<file path="src/rtl/out_strobe_gen.sv">
`default_nettype none
// ============================================================================
// Module  : out_strobe_gen
// Brief   : Decodes output commands into fixed-width one-hot strobes with hold-off.
// Revision: 1.0 - initial release
// ============================================================================
package cmd_icd_pkg;
  localparam logic [7:0] OUT_CMD_OPCODE = 8'hA5;
endpackage

module out_strobe_gen #(
  parameter int unsigned PULSE_CYCLES   = 16,
  parameter int unsigned HOLDOFF_CYCLES = 4,
  parameter logic [7:0]  CMD_OUT_OPCODE = cmd_icd_pkg::OUT_CMD_OPCODE
) (
  input  wire logic        clk,
  input  wire logic        rst,
  out_strobe_gen_if.slave  asi_cmd,
  output logic [31:0]      strobe_out,
  output logic             busy,
  output logic             bad_cmd,
  output logic [15:0]      strobe_cnt
);

  typedef enum logic [1:0] {
    S_IDLE  = 2'd0,
    S_PULSE = 2'd1,
    S_HOLD  = 2'd2
  } state_t;

  localparam logic [7:0] C_PULSE_LOAD = 8'(PULSE_CYCLES - 1);
  localparam logic [7:0] C_HOLD_LOAD  = 8'(HOLDOFF_CYCLES - 1);

  generate
    if (PULSE_CYCLES == 0 || PULSE_CYCLES > 255 || HOLDOFF_CYCLES > 255) begin : g_param_check
      $error("out_strobe_gen: PULSE_CYCLES must be 1..255 and HOLDOFF_CYCLES 0..255");
    end
  endgenerate

  state_t      r_state;
  state_t      w_state_n;
  logic [7:0]  r_cnt;
  logic [7:0]  w_cnt_n;
  logic [31:0] w_strobe_n;
  logic        w_bad_n;
  logic [15:0] w_strobe_cnt_n;
  logic        w_ready;
  logic        w_accept;
  logic        w_unused_rsvd;

  // Ready depends only on registered state, never on valid.
  assign w_ready       = (r_state == S_IDLE);
  assign w_accept      = asi_cmd.valid & w_ready;
  assign asi_cmd.ready = w_ready;
  assign busy          = ~w_ready;
  assign w_unused_rsvd = ^asi_cmd.data[23:5];

  always_comb begin
    w_state_n      = r_state;
    w_cnt_n        = r_cnt;
    w_strobe_n     = strobe_out;
    w_bad_n        = 1'b0;
    w_strobe_cnt_n = strobe_cnt;
    case (r_state)
      S_IDLE: begin
        if (w_accept) begin
          if (asi_cmd.data[31:24] == CMD_OUT_OPCODE) begin
            w_state_n      = S_PULSE;
            w_cnt_n        = C_PULSE_LOAD;
            w_strobe_n     = 32'd1 << asi_cmd.data[4:0];
            w_strobe_cnt_n = strobe_cnt + 16'd1;
          end else begin
            w_bad_n = 1'b1;
          end
        end
      end
      S_PULSE: begin
        if (r_cnt == 8'd0) begin
          w_strobe_n = '0;
          // A zero hold-off skips HOLD so ready returns on the falling edge of the strobe.
          if (HOLDOFF_CYCLES == 0) begin
            w_state_n = S_IDLE;
          end else begin
            w_state_n = S_HOLD;
            w_cnt_n   = C_HOLD_LOAD;
          end
        end else begin
          w_cnt_n = r_cnt - 8'd1;
        end
      end
      S_HOLD: begin
        w_strobe_n = '0;
        if (r_cnt == 8'd0) begin
          w_state_n = S_IDLE;
        end else begin
          w_cnt_n = r_cnt - 8'd1;
        end
      end
      default: begin
        w_state_n  = S_IDLE;
        w_cnt_n    = 8'd0;
        w_strobe_n = '0;
      end
    endcase
  end

  always_ff @(posedge clk or posedge rst) begin
    if (rst) begin
      r_state    <= S_IDLE;
      r_cnt      <= 8'd0;
      strobe_out <= '0;
      bad_cmd    <= 1'b0;
      strobe_cnt <= 16'd0;
    end else begin
      r_state    <= w_state_n;
      r_cnt      <= w_cnt_n;
      strobe_out <= w_strobe_n;
      bad_cmd    <= w_bad_n;
      strobe_cnt <= w_strobe_cnt_n;
    end
  end

endmodule
`default_nettype wire

</file>
<file path="src/rtl/out_strobe_gen_if.sv">
`default_nettype none
// ============================================================================
// Module  : out_strobe_gen_if
// Brief   : Valid/ready command-word channel feeding the output strobe generator.
// Revision: 1.0 - initial release
// ============================================================================
interface out_strobe_gen_if;
  logic        valid;
  logic        ready;
  logic [31:0] data;

  modport master (output valid, output data, input ready);
  modport slave  (input valid, input data, output ready);
endinterface
`default_nettype wire

</file>
<file path="src/flat_wrapper.sv">
// flat-port wrapper written by rule: the top's interface ports become plain ports
module out_strobe_gen_flat 
#(
  parameter int unsigned PULSE_CYCLES   = 16,
  parameter int unsigned HOLDOFF_CYCLES = 4,
  parameter logic [7:0]  CMD_OUT_OPCODE = cmd_icd_pkg::OUT_CMD_OPCODE
)
  (clk, rst, strobe_out, busy, bad_cmd, strobe_cnt, asi_cmd_valid, asi_cmd_data, asi_cmd_ready);
  out_strobe_gen_if asi_cmd_i ();
  input  wire logic clk;
  input  wire logic rst;
  output logic [31:0] strobe_out;
  output logic busy;
  output logic bad_cmd;
  output logic [15:0] strobe_cnt;
  input wire logic [$bits(asi_cmd_i.valid)-1:0] asi_cmd_valid;
  input wire logic [$bits(asi_cmd_i.data)-1:0] asi_cmd_data;
  output wire logic [$bits(asi_cmd_i.ready)-1:0] asi_cmd_ready;
  assign asi_cmd_i.valid = asi_cmd_valid;
  assign asi_cmd_i.data = asi_cmd_data;
  assign asi_cmd_ready = asi_cmd_i.ready;
  out_strobe_gen #(.PULSE_CYCLES(PULSE_CYCLES), .HOLDOFF_CYCLES(HOLDOFF_CYCLES), .CMD_OUT_OPCODE(CMD_OUT_OPCODE)) u_core (.clk(clk), .rst(rst), .asi_cmd(asi_cmd_i), .strobe_out(strobe_out), .busy(busy), .bad_cmd(bad_cmd), .strobe_cnt(strobe_cnt));
endmodule
</file>
<file path="config.mk">
export PLATFORM = sky130hd
export DESIGN_NAME = out_strobe_gen_flat
export DESIGN_NICKNAME = d
export VERILOG_FILES = /design/src/rtl/out_strobe_gen.sv /design/src/rtl/out_strobe_gen_if.sv /design/src/flat_wrapper.sv
export SDC_FILE = /design/constraint.sdc
export NUM_CORES = 1
export LEC_CHECK = 0
export ABC_AREA = 1
export ABC_CLOCK_PERIOD_IN_PS = 2300
export CAP_MARGIN = 20
export CORE_ASPECT_RATIO = 0.5
export CORE_MARGIN = 5
export CORE_UTILIZATION = 35
export CTS_CLUSTER_SIZE = 12
export DETAILED_ROUTE_END_ITERATION = 7
export PLACE_DENSITY = 0.63
export SYNTH_ARGS = -nofsm -noshare
export SYNTH_HDL_FRONTEND = slang
export SYNTH_SLANG_ARGS = --single-unit
export TNS_END_PERCENT = 100
</file>
<file path="constraint.sdc">
create_clock -name clk -period 2.3 [get_ports clk]
set_clock_uncertainty 0.05 [all_clocks]
set_input_delay 0.345 -clock clk [delete_from_list [all_inputs] [get_ports clk]]
set_output_delay 0.345 -clock clk [all_outputs]
set_load 0.1 [all_outputs]
</file>
==> out/metrics.yaml, run 1 <==
route:
  vias_per_cell: 4.62
  drtIter0Drc: 148
  drtPass1Iterations: 4
  dr_total_vias: 2752
  antenna_left: 0
  postRouteWirelength_um: 7600
  post_drt_wl_per_cell_um: 12.8
  drt_drc_violations_left: 0
final_layout:
  drive_gt1_share_pct: 26.5
  finalNetCount: 508
  num-fill-cells: 936
  antennaDiodeCount: 0
  syn2layout_area_growth_pct: 27.4
grt:
  grt_max_degree: 65
  grt_overflow_total: 0
  grt_usage_pct: 14.0
  antenna_found_initial: 0
  grt_pass1_vias: 2722
  grt_pass1_wl_um: 12900
worst_setup_path:
  cp_num_cells: 9
  end_kind: "flop"
  worstPathRequired_ps: 2460
  slowest_delay_ps: 380
  worstPathArrival_ps: 2020
  r2r_end: "u_core.strobe_out[20]"
  reg2reg_setup_slack_ps: 440
  cpLargestDelayFamily: "simple AND/OR/NAND/NOR gates"
  critPathBufInv: 2
  path_cells: "inv_1 > ha_1 > nand3_1 > inv_1 > nand2_2 > nand2_4 > nand2_8 > nand2_1 > o21ai_2"
  crit_slowest_cell: "dfrtp_1"
  timing.rr.start: "u_core.r_cnt[0]"
  critPathKind: "flop to flop"
  cp_max_fo: 64
  reg2reg_depth: 9
  cp-start-kind: "flop"
  cpMostUsedCell: "inv_1"
timing:
  slew_viol_final: 0
  max_freq_ghz: 0.537
  slew_headroom_pct: 69.0
  period_share_pct: 81.0
  hold_viol_final: 0
  fin_setup_tns_ps: 0
  grt_setup_unrepaired: "no"
  setup_violations: 0
  tightest_slew_ps: 464
  period_minus_slack_ps: 1860
cts:
  cts_num_sinks: 59
  cts_inserted_buffers: 9
  cts-root-buf: "clkbuf_16"
  tritoncts: "done"
  h-tree-depth: 3
  post_cts_buffers: 0
  hold_buffers: 0
  clk_latency_ps: 330
  cts_buffer_depth: 2
  post_cts_resized: 0
  clkTransAtPathRegs_ps: 60
synthesis:
  yosysWarnings: 0
  syn_nets: 440
  syn_inst: 402
  syn_area_um2: 3290
  synth-main-ff-cell: "dfrtp_1"
  ys_types: 30
  synth_top_area_share_pct: 44.9
  yosys.area.top_type: "dfrtp_1"
  ys_seq_elements: 59
  synth_edf_count: 0
  netlist_top_cells_area: "dfrtp_1 (45%), nand2_1 (16%), o21ai_2 (8.5%)"
  seq_area_frac_synth_pct: 44.9
  syn_area_per_cell_um2: 8.18
  async_flop_share_pct: 100
floorplan:
  rows: 25
  die_area_um2: 11500
  die_h_um: 78.5
  io_pins: 86
  die_x_um: 147
  core-area_um2: 9290
  start_util_pct: 35.4
pwr:
  power.density_nw_per_um2: 589
  vdd_drop_max_mv: 0.364
  p_total_mw: 2.46
  leakage_nw: 2.00
min_path:
  hp-class: "input pin to asynchronous set/reset pin"
placement:
  dp_hpwl_um: 5400
  portBuffers: 66
  place.gp.congestion: 0.837
status:
  status: "finished clean"
flow_run:
  drv_cap: 0
## cells by family after synthesis
kind of cell / Yosys count / synth area share (%)
and+or+nand+nor: 231 / 32.1
buffers and inverters: 50 / 7.54
adders and majority gates: 3 / 1.14
AOI/OAI and AO/OA: 46 / 10.8
DFF: 59 / 44.9
xor gates and xnor gates: 13 / 3.46
## Yosys cell counts (4+ instances only)
cell     instances
nor4_1           4
nor2_1          36
o21ai_2         32
nor2_2           4
nand2_1        142
nand2_2          4
nand4_1          7
nand3_1         19
o21ai_0          9
xnor2_1          4
dfrtp_1         59
inv_1           34
nor2_4           6
buf_6            6
xor2_1           9
## how the worst max path moves through the flow
stage                           start                    end
floorplan           u_core.r_state[0]   u_core.strobe_out[0]
global placement     asi_cmd_data[24]  u_core.strobe_out[12]
detailed placement   asi_cmd_data[29]  u_core.strobe_out[12]
CTS                   u_core.r_cnt[0]  u_core.strobe_out[12]
global route          u_core.r_cnt[0]  u_core.strobe_out[31]
finish                u_core.r_cnt[0]  u_core.strobe_out[20]
## metal layers
layer  GRT usage [%]  wire, um
met5               0         0
met4            5.58       114
met3            3.86       421
met2            22.2      3360
met1            18.3      3700
## area by class of cell
class	instances	area (um^2)	share of cell area [%]
inverters	38	145	3.47
clock buffers	12	246	5.89
clock inverters	4	50.0	1.20
multi-input cells	293	1560	37.3
well taps	121	151	3.62
flip-flops and latches	59	1480	35.3
repair buffers	69	556	13.3
## power by group
part           switching, mW  internal, mW
Combinational         0.0503        0.0327
Sequential                 0          1.04
Clock                  0.477         0.866
## stage by stage
| step | cells | hold WS [ps] | worst slack (ps) | instance area [um^2] | util [%] |
|---|---|---|---|---|---|
| final | 596 | 358 | 437 | 4190 | 45.1 |
| after global routing | 596 | 413 | 293 | 4190 | 45.1 |
| after CTS | 596 | 369 | 441 | 4190 | 45.1 |
| after detailed placement | 580 | 421 | 159 | 3890 | 41.9 |
| after global placement | 580 | 416 | 197 | 3890 | 41.9 |
| after floorplan | 402 | 399 | 261 | 3290 | - |
## tightest hold or removal path, stage by stage
cell	delay, ps
clkdlybuf4s50_1	410
inv_2	60
buf_4	330
## sequential cells by signal, indices dropped and copies added (netlist names)
signal / count
u_core.bad_cmd: 1
u_core.r_state: 2
u_core.strobe_cnt: 16
u_core.r_cnt: 8
u_core.strobe_out: 32
## placed cells by master, fill, tap and decap left out, types with 2 or more instances in the layout
cell type,n
nand2_1,142
dfrtp_1,59
buf_4,54
nor2_1,36
inv_1,33
o21ai_2,32
nand3_1,19
clkdlybuf4s50_1,15
xor2_1,9
o21ai_0,9
clkbuf_16,9
nand4_1,7
nor2_4,6
nor4_1,4
nor2_2,4
nand2_2,4
inv_2,4
xnor2_1,4
nand2_4,3
a21oi_1,3
ha_1,3
nand3_2,2
clkinvlp_4,2
clkbuf_1,2
(Power assumes the default switching activity.)
==> run 2, diff against run 1 <==
--- a/config.mk
+++ b/config.mk
@@ -6,14 +6,14 @@
 export NUM_CORES = 1
 export LEC_CHECK = 0
 export ABC_AREA = 1
-export ABC_CLOCK_PERIOD_IN_PS = 2300
+export ABC_CLOCK_PERIOD_IN_PS = 1700
 export CAP_MARGIN = 20
 export CORE_ASPECT_RATIO = 0.5
 export CORE_MARGIN = 5
 export CORE_UTILIZATION = 35
 export CTS_CLUSTER_SIZE = 12
 export DETAILED_ROUTE_END_ITERATION = 7
-export PLACE_DENSITY = 0.63
+export PLACE_DENSITY = 0.65
 export SYNTH_ARGS = -nofsm -noshare
 export SYNTH_HDL_FRONTEND = slang
 export SYNTH_SLANG_ARGS = --single-unit
==> constraint.sdc (replaced) <==
create_clock -name clk -period 1.7 [get_ports clk]
set_clock_uncertainty 0.05 [all_clocks]
set_input_delay 0.255 -clock clk [delete_from_list [all_inputs] [get_ports clk]]
set_output_delay 0.255 -clock clk [all_outputs]
set_load 0.1 [all_outputs]
==> run 2 against run 1 <==
Worst setup slack lost 370 ps. Sequential share of layout area shrank 6.6 points. Register-to-register slack lost 310 ps. Clock power grew 43%. Sequential cell count is the same. Critical path type is now flop to primary output. Critical endpoint is now asi_cmd_ready.
==> out/metrics.yaml, run 2 (synthesis gave the netlist of run 1 again) <==
status:
  status: "finished clean"
final_layout:
  fin_cells: 626  # +5.0%
  final_common_cell: "nand2_1"
  fin_area_um2: 5230  # +25%
  largest_reg_flops: 32  # unchanged
  seq_area_um2: 1500  # +1.4%
  drive_gt1_share_pct: 36.4  # +9.9 points
  multi_input_area_um2: 1600  # +2.1%
  top_regs: "u_core.strobe_out: 32 flops, u_core.strobe_cnt: 16 flops, u_core.r_cnt: 8 flops"
  num-fill-cells: 768  # -18%
  regMostFlops: "u_core.strobe_out"
  final_cell_mix: "nand2_1 (134), buf_12 (59), dfrtp_1 (43)"
  finalNetCount: 538  # +5.9%
  syn2layout_area_growth_pct: 59.0
  antennaDiodeCount: 0  # unchanged
floorplan:
  rows: 25  # unchanged
  die_x_um: 147  # unchanged
  start_util_pct: 35.4  # unchanged
  io_pins: 86  # unchanged
  core-area_um2: 9290  # unchanged
  die_h_um: 78.5  # unchanged
  die_area_um2: 11500  # unchanged
cts:
  clkTransAtPathRegs_ps: 50  # about the same
  clk_latency_ps: 330  # about the same
  post_cts_buffers: 0  # unchanged
  cts-root-buf: "clkbuf_16"
  h-tree-depth: 3  # unchanged
  cts_num_sinks: 59  # unchanged
  tritoncts: "done"
  cts_inserted_buffers: 9  # unchanged
  cts_buffer_depth: 2  # unchanged
route:
  vias_per_cell: 4.55  # -1.4%
  postRouteWirelength_um: 7870  # +3.5%
  drtIter0Drc: 181  # +22%
  post_drt_wl_per_cell_um: 12.6  # -1.5%
  drtPass1Iterations: 6  # +2
  antenna_left: 0  # unchanged
  drt_drc_violations_left: 0  # unchanged
  dr_total_vias: 2849  # +3.5%
grt:
  grt_max_degree: 33  # -49%
  antenna_found_initial: 0  # unchanged
  grt_overflow_total: 0  # unchanged
  grt_pass1_wl_um: 13800  # +7.0%
  grt_usage_pct: 14.7  # +0.72 points
  grt_pass1_vias: 2836  # +4.2%
timing:
  hold_viol_final: 0  # unchanged
  max_freq_ghz: 0.613
  period_minus_slack_ps: 1630
  slew_headroom_pct: 74.6  # +5.6 points
  grt_setup_unrepaired: "yes"
  setup_violations: 0  # unchanged
  slew_viol_final: 0  # unchanged
  period_share_pct: 95.9
  fin_setup_tns_ps: 0  # unchanged
  tightest_slew_ps: 380  # -83.3 ps
worst_setup_path:
  cp-start-kind: "flop"
  end_kind: "primary output"
  cp_max_fo: 4  # -94%
  worstPathArrival_ps: 1330  # -690 ps
  worstPathRequired_ps: 1390  # -1070 ps
  critPathKind: "flop to primary output"
placement:
  dpl_cell_area_um2: 4910  # +26%
  portBuffers: 66  # unchanged
  dp.cells: 610  # +5.2%
  place.gp.congestion: 0.880  # +5.1%
  dp_hpwl_um: 5950  # +10%
pwr:
  leakage_nw: 2.36  # +18%
  power.density_nw_per_um2: 661  # +12%
  vdd_drop_max_mv: 0.481  # +32%
flow_run:
  drv_cap: 0  # unchanged
min_path:
  hp-class: "input pin to asynchronous set/reset pin"
[run 2: repair_timing]
| item | in CTS | in global routing |
|---|---|---|
| setup endpoints to repair | 0 | 22 |
| gates resized for setup | 0 | 4 |
| hold buffers | 0 | 0 |
[run 2: path summary, 6_finish.rpt]
kind,from,to,slack [ps],cells past startpoint
min,rst,u_core.strobe_cnt[15],210,2
max,u_core.r_state[0],asi_cmd_ready,70,3
max in group asynchronous,rst,u_core.strobe_out[0],910,3
min reg2reg,u_core.r_cnt[0],u_core.r_cnt[0],440,2
max reg2reg,u_core.r_cnt[0],u_core.strobe_out[20],130,10
min in group clk,u_core.r_cnt[0],u_core.r_cnt[0],440,2
[run 2: area by class of cell]
type | instances | share of cell area, %
Timing Repair Buffer | 99 | 29.1
Multi-Input combinational cell | 293 | 30.5
Tap cell | 121 | 2.90
Inverter | 38 | 2.94
Sequential cell | 59 | 28.6
Clock buffer | 11 | 4.45
Clock inverter | 5 | 1.48
[run 2: per-layer routing]
layer | vias up | wire [um] | GRT usage, %
met5 | - | 0 | 0
met4 | 0 | 100 | 4.28
met3 | 10 | 331 | 4.56
met2 | 49 | 3660 | 23.5
met1 | 1312 | 3780 | 19.3
li1 | 1478 | - | -
[run 2: critical path: stages (launching register included)]
cell and delay [ps]:
dfrtp_2 430, nor2_4 220, buf_4 180, buf_12 160
[run 2: per-stage QoR]
| stage | utilization (%) | total power, mW | setup slack (ps) | hold slack [ps] |
|---|---|---|---|---|
| 6_report | 56.3 | 3.46 | 69.6 | 211 |
| 5_1_grt | 56.3 | 3.58 | -8.19 | 226 |
| 3_5_place_dp | 52.8 | 1.57 | -71.9 | 417 |
| 4_1_cts | 56.2 | 3.50 | 45.3 | 212 |
| 2_1_floorplan | - | 1.49 | -272 | 304 |
| 3_3_place_gp | 52.8 | 1.56 | -12.3 | 420 |
[run 2: report_power, final]
| part | internal, mW | leakage (nW) | switching [mW] |
|---|---|---|---|
| Clock | 1.28 | 0.150 | 0.640 |
| Sequential | 1.41 | 0.754 | 0 |
| Combinational | 0.0608 | 1.46 | 0.0729 |
==> edit (flow settings as in run 2) <==
Make the reset (`rst`) synchronous in one clocked block.
--- a/src/rtl/out_strobe_gen.sv
+++ b/src/rtl/out_strobe_gen.sv
@@ -105,5 +105,5 @@
   end
 
-  always_ff @(posedge clk or posedge rst) begin
+  always_ff @(posedge clk) begin
     if (rst) begin
       r_state    <= S_IDLE;
Formal check against the unedited RTL: differs if rst is asserted again (counterexample within 4 cycles, from zero or initial values and one cycle with rst high); with rst held inactive, the same outputs for 10 cycles.
==> edit against run 2 <==
Wire length rose by 10%; sequential cell count unchanged; setup slack lost 55 ps; fmax fell by 3.3%; design area fell by 0.72%; first-iteration DRC count increased by 25%; area after synthesis down 2.9%; synthesized cell count increased by 27%; highest routed layer unchanged.
Power is not compared: it rests on default switching activity, and its combinational part moved more than twofold at a synthesized area within 25%.
==> edit: results (changes against run 2) <==
- Status: finished clean
- Synth cell types: 31 (+3.3%)
- Slowest cell on the critical path: dfxtp_2
- Grt met1 use: 17.6% (-1.7 points)
- DP HPWL: 6.07 mm (+2.0%)
- Post-synthesis sequential area ratio: 37.0% (-7.9 points)
- Metal3 WL: 505 um (+53%)
- Crit path max fanout: 8 (+4)
- Delay-heaviest family, CP: simple AND/OR/NAND/NOR gates
- Slew headroom: 71.4% (-3.2 points)
- Compound-Gate Fraction of Synth Area: 4.47% (-6.3 points)
- Global-route wire length before repair: 13.9 mm (+0.65%)
- Async SR Flop Fraction: 0% (-100 points)
- DR iter-0 viols: 226 (+25%)
- Hold Path Class: flop to flop
- Most frequent cells after synthesis: 188 x nand2_1, 112 x nor2_1, 59 x dfxtp_1, 32 x inv_1, 29 x nand3_1
- Synth area leaders: dfxtp_1 37%, nand2_1 22%, nor2_1 13%, nand3_1 4.5%, inv_1 3.8%
- Met2 wire length: 4.18 mm (+14%)
- Regs by FF count: u_core.strobe_out (32), u_core.strobe_cnt (16), u_core.r_cnt (8)
- Routed len/inst: 11.9 um (-5.4%)
- Fin nets: 646 (+20%)
- Setup crit end: u_core.strobe_out[13]$_SDFFE_PP0P_
- Routability Congestion: 0.936 (+6.4%)
- Launch point of the worst path: u_core.r_cnt[0]$_SDFFE_PP0P_
- Vias: 3440 (+21%)
- Worst path max stage delay: 320 ps (-110 ps)
- Number of global-route vias before repair: 3109 (+9.6%)
- Reg2reg path depth: 12 (+2)
- DR pass1 iterations: 4 (-2)
- VDD IR max: 0.766 mV
- Reg2reg setup slack: 10 ps (-120 ps)
- Gr usage total: 14.6% (-0.088 points)
- Arrival time at the worst endpoint: 1860 ps (+530 ps)
- Adder-cell area share of the yosys netlist: 1.18% (+0.034 points)
- DRT met1 WL: 3.88 mm (+2.7%)
- Net count after synthesis: 548 (+25%)
-- edit: cell count changes after synthesis, moves of 10 or more --
cell     change
nor2_1      +76
dfrtp_1     -59
dfxtp_1     +59
nand2_1     +46
o21ai_2     -32
a21oi_1     +13
nand3_1     +10
-- edit: what timing repair did --
item,in CTS,in global routing
setup buffers,0,4
pin swaps,0,6
endpoints found under the setup margin,1,40
gates resized for setup,1,25
cloned,0,7
-- edit: area by class of cell --
cell class / count / area [um^2]
clock inverters: 3 / 21.3
well taps: 117 / 146
flip-flops and latches: 59 / 1190
inverters: 39 / 159
clock buffers: 13 / 270
fillers: 779 / 3610
repair buffers: 103 / 1580
multi-input cells: 396 / 1820
-- edit: per-stage QoR --
stage	instances	setup slack (ps)	hold slack, ps	area, um^2	utilization [%]
after CTS	719	26.6	436	4960	56.4
final	730	14.8	429	5190	59.0
after global placement	703	-169	405	4660	53.0
after global routing	730	-53.8	461	5190	59.0
after floorplan	510	-260	395	3240	-
after detailed placement	703	-185	429	4660	53.0
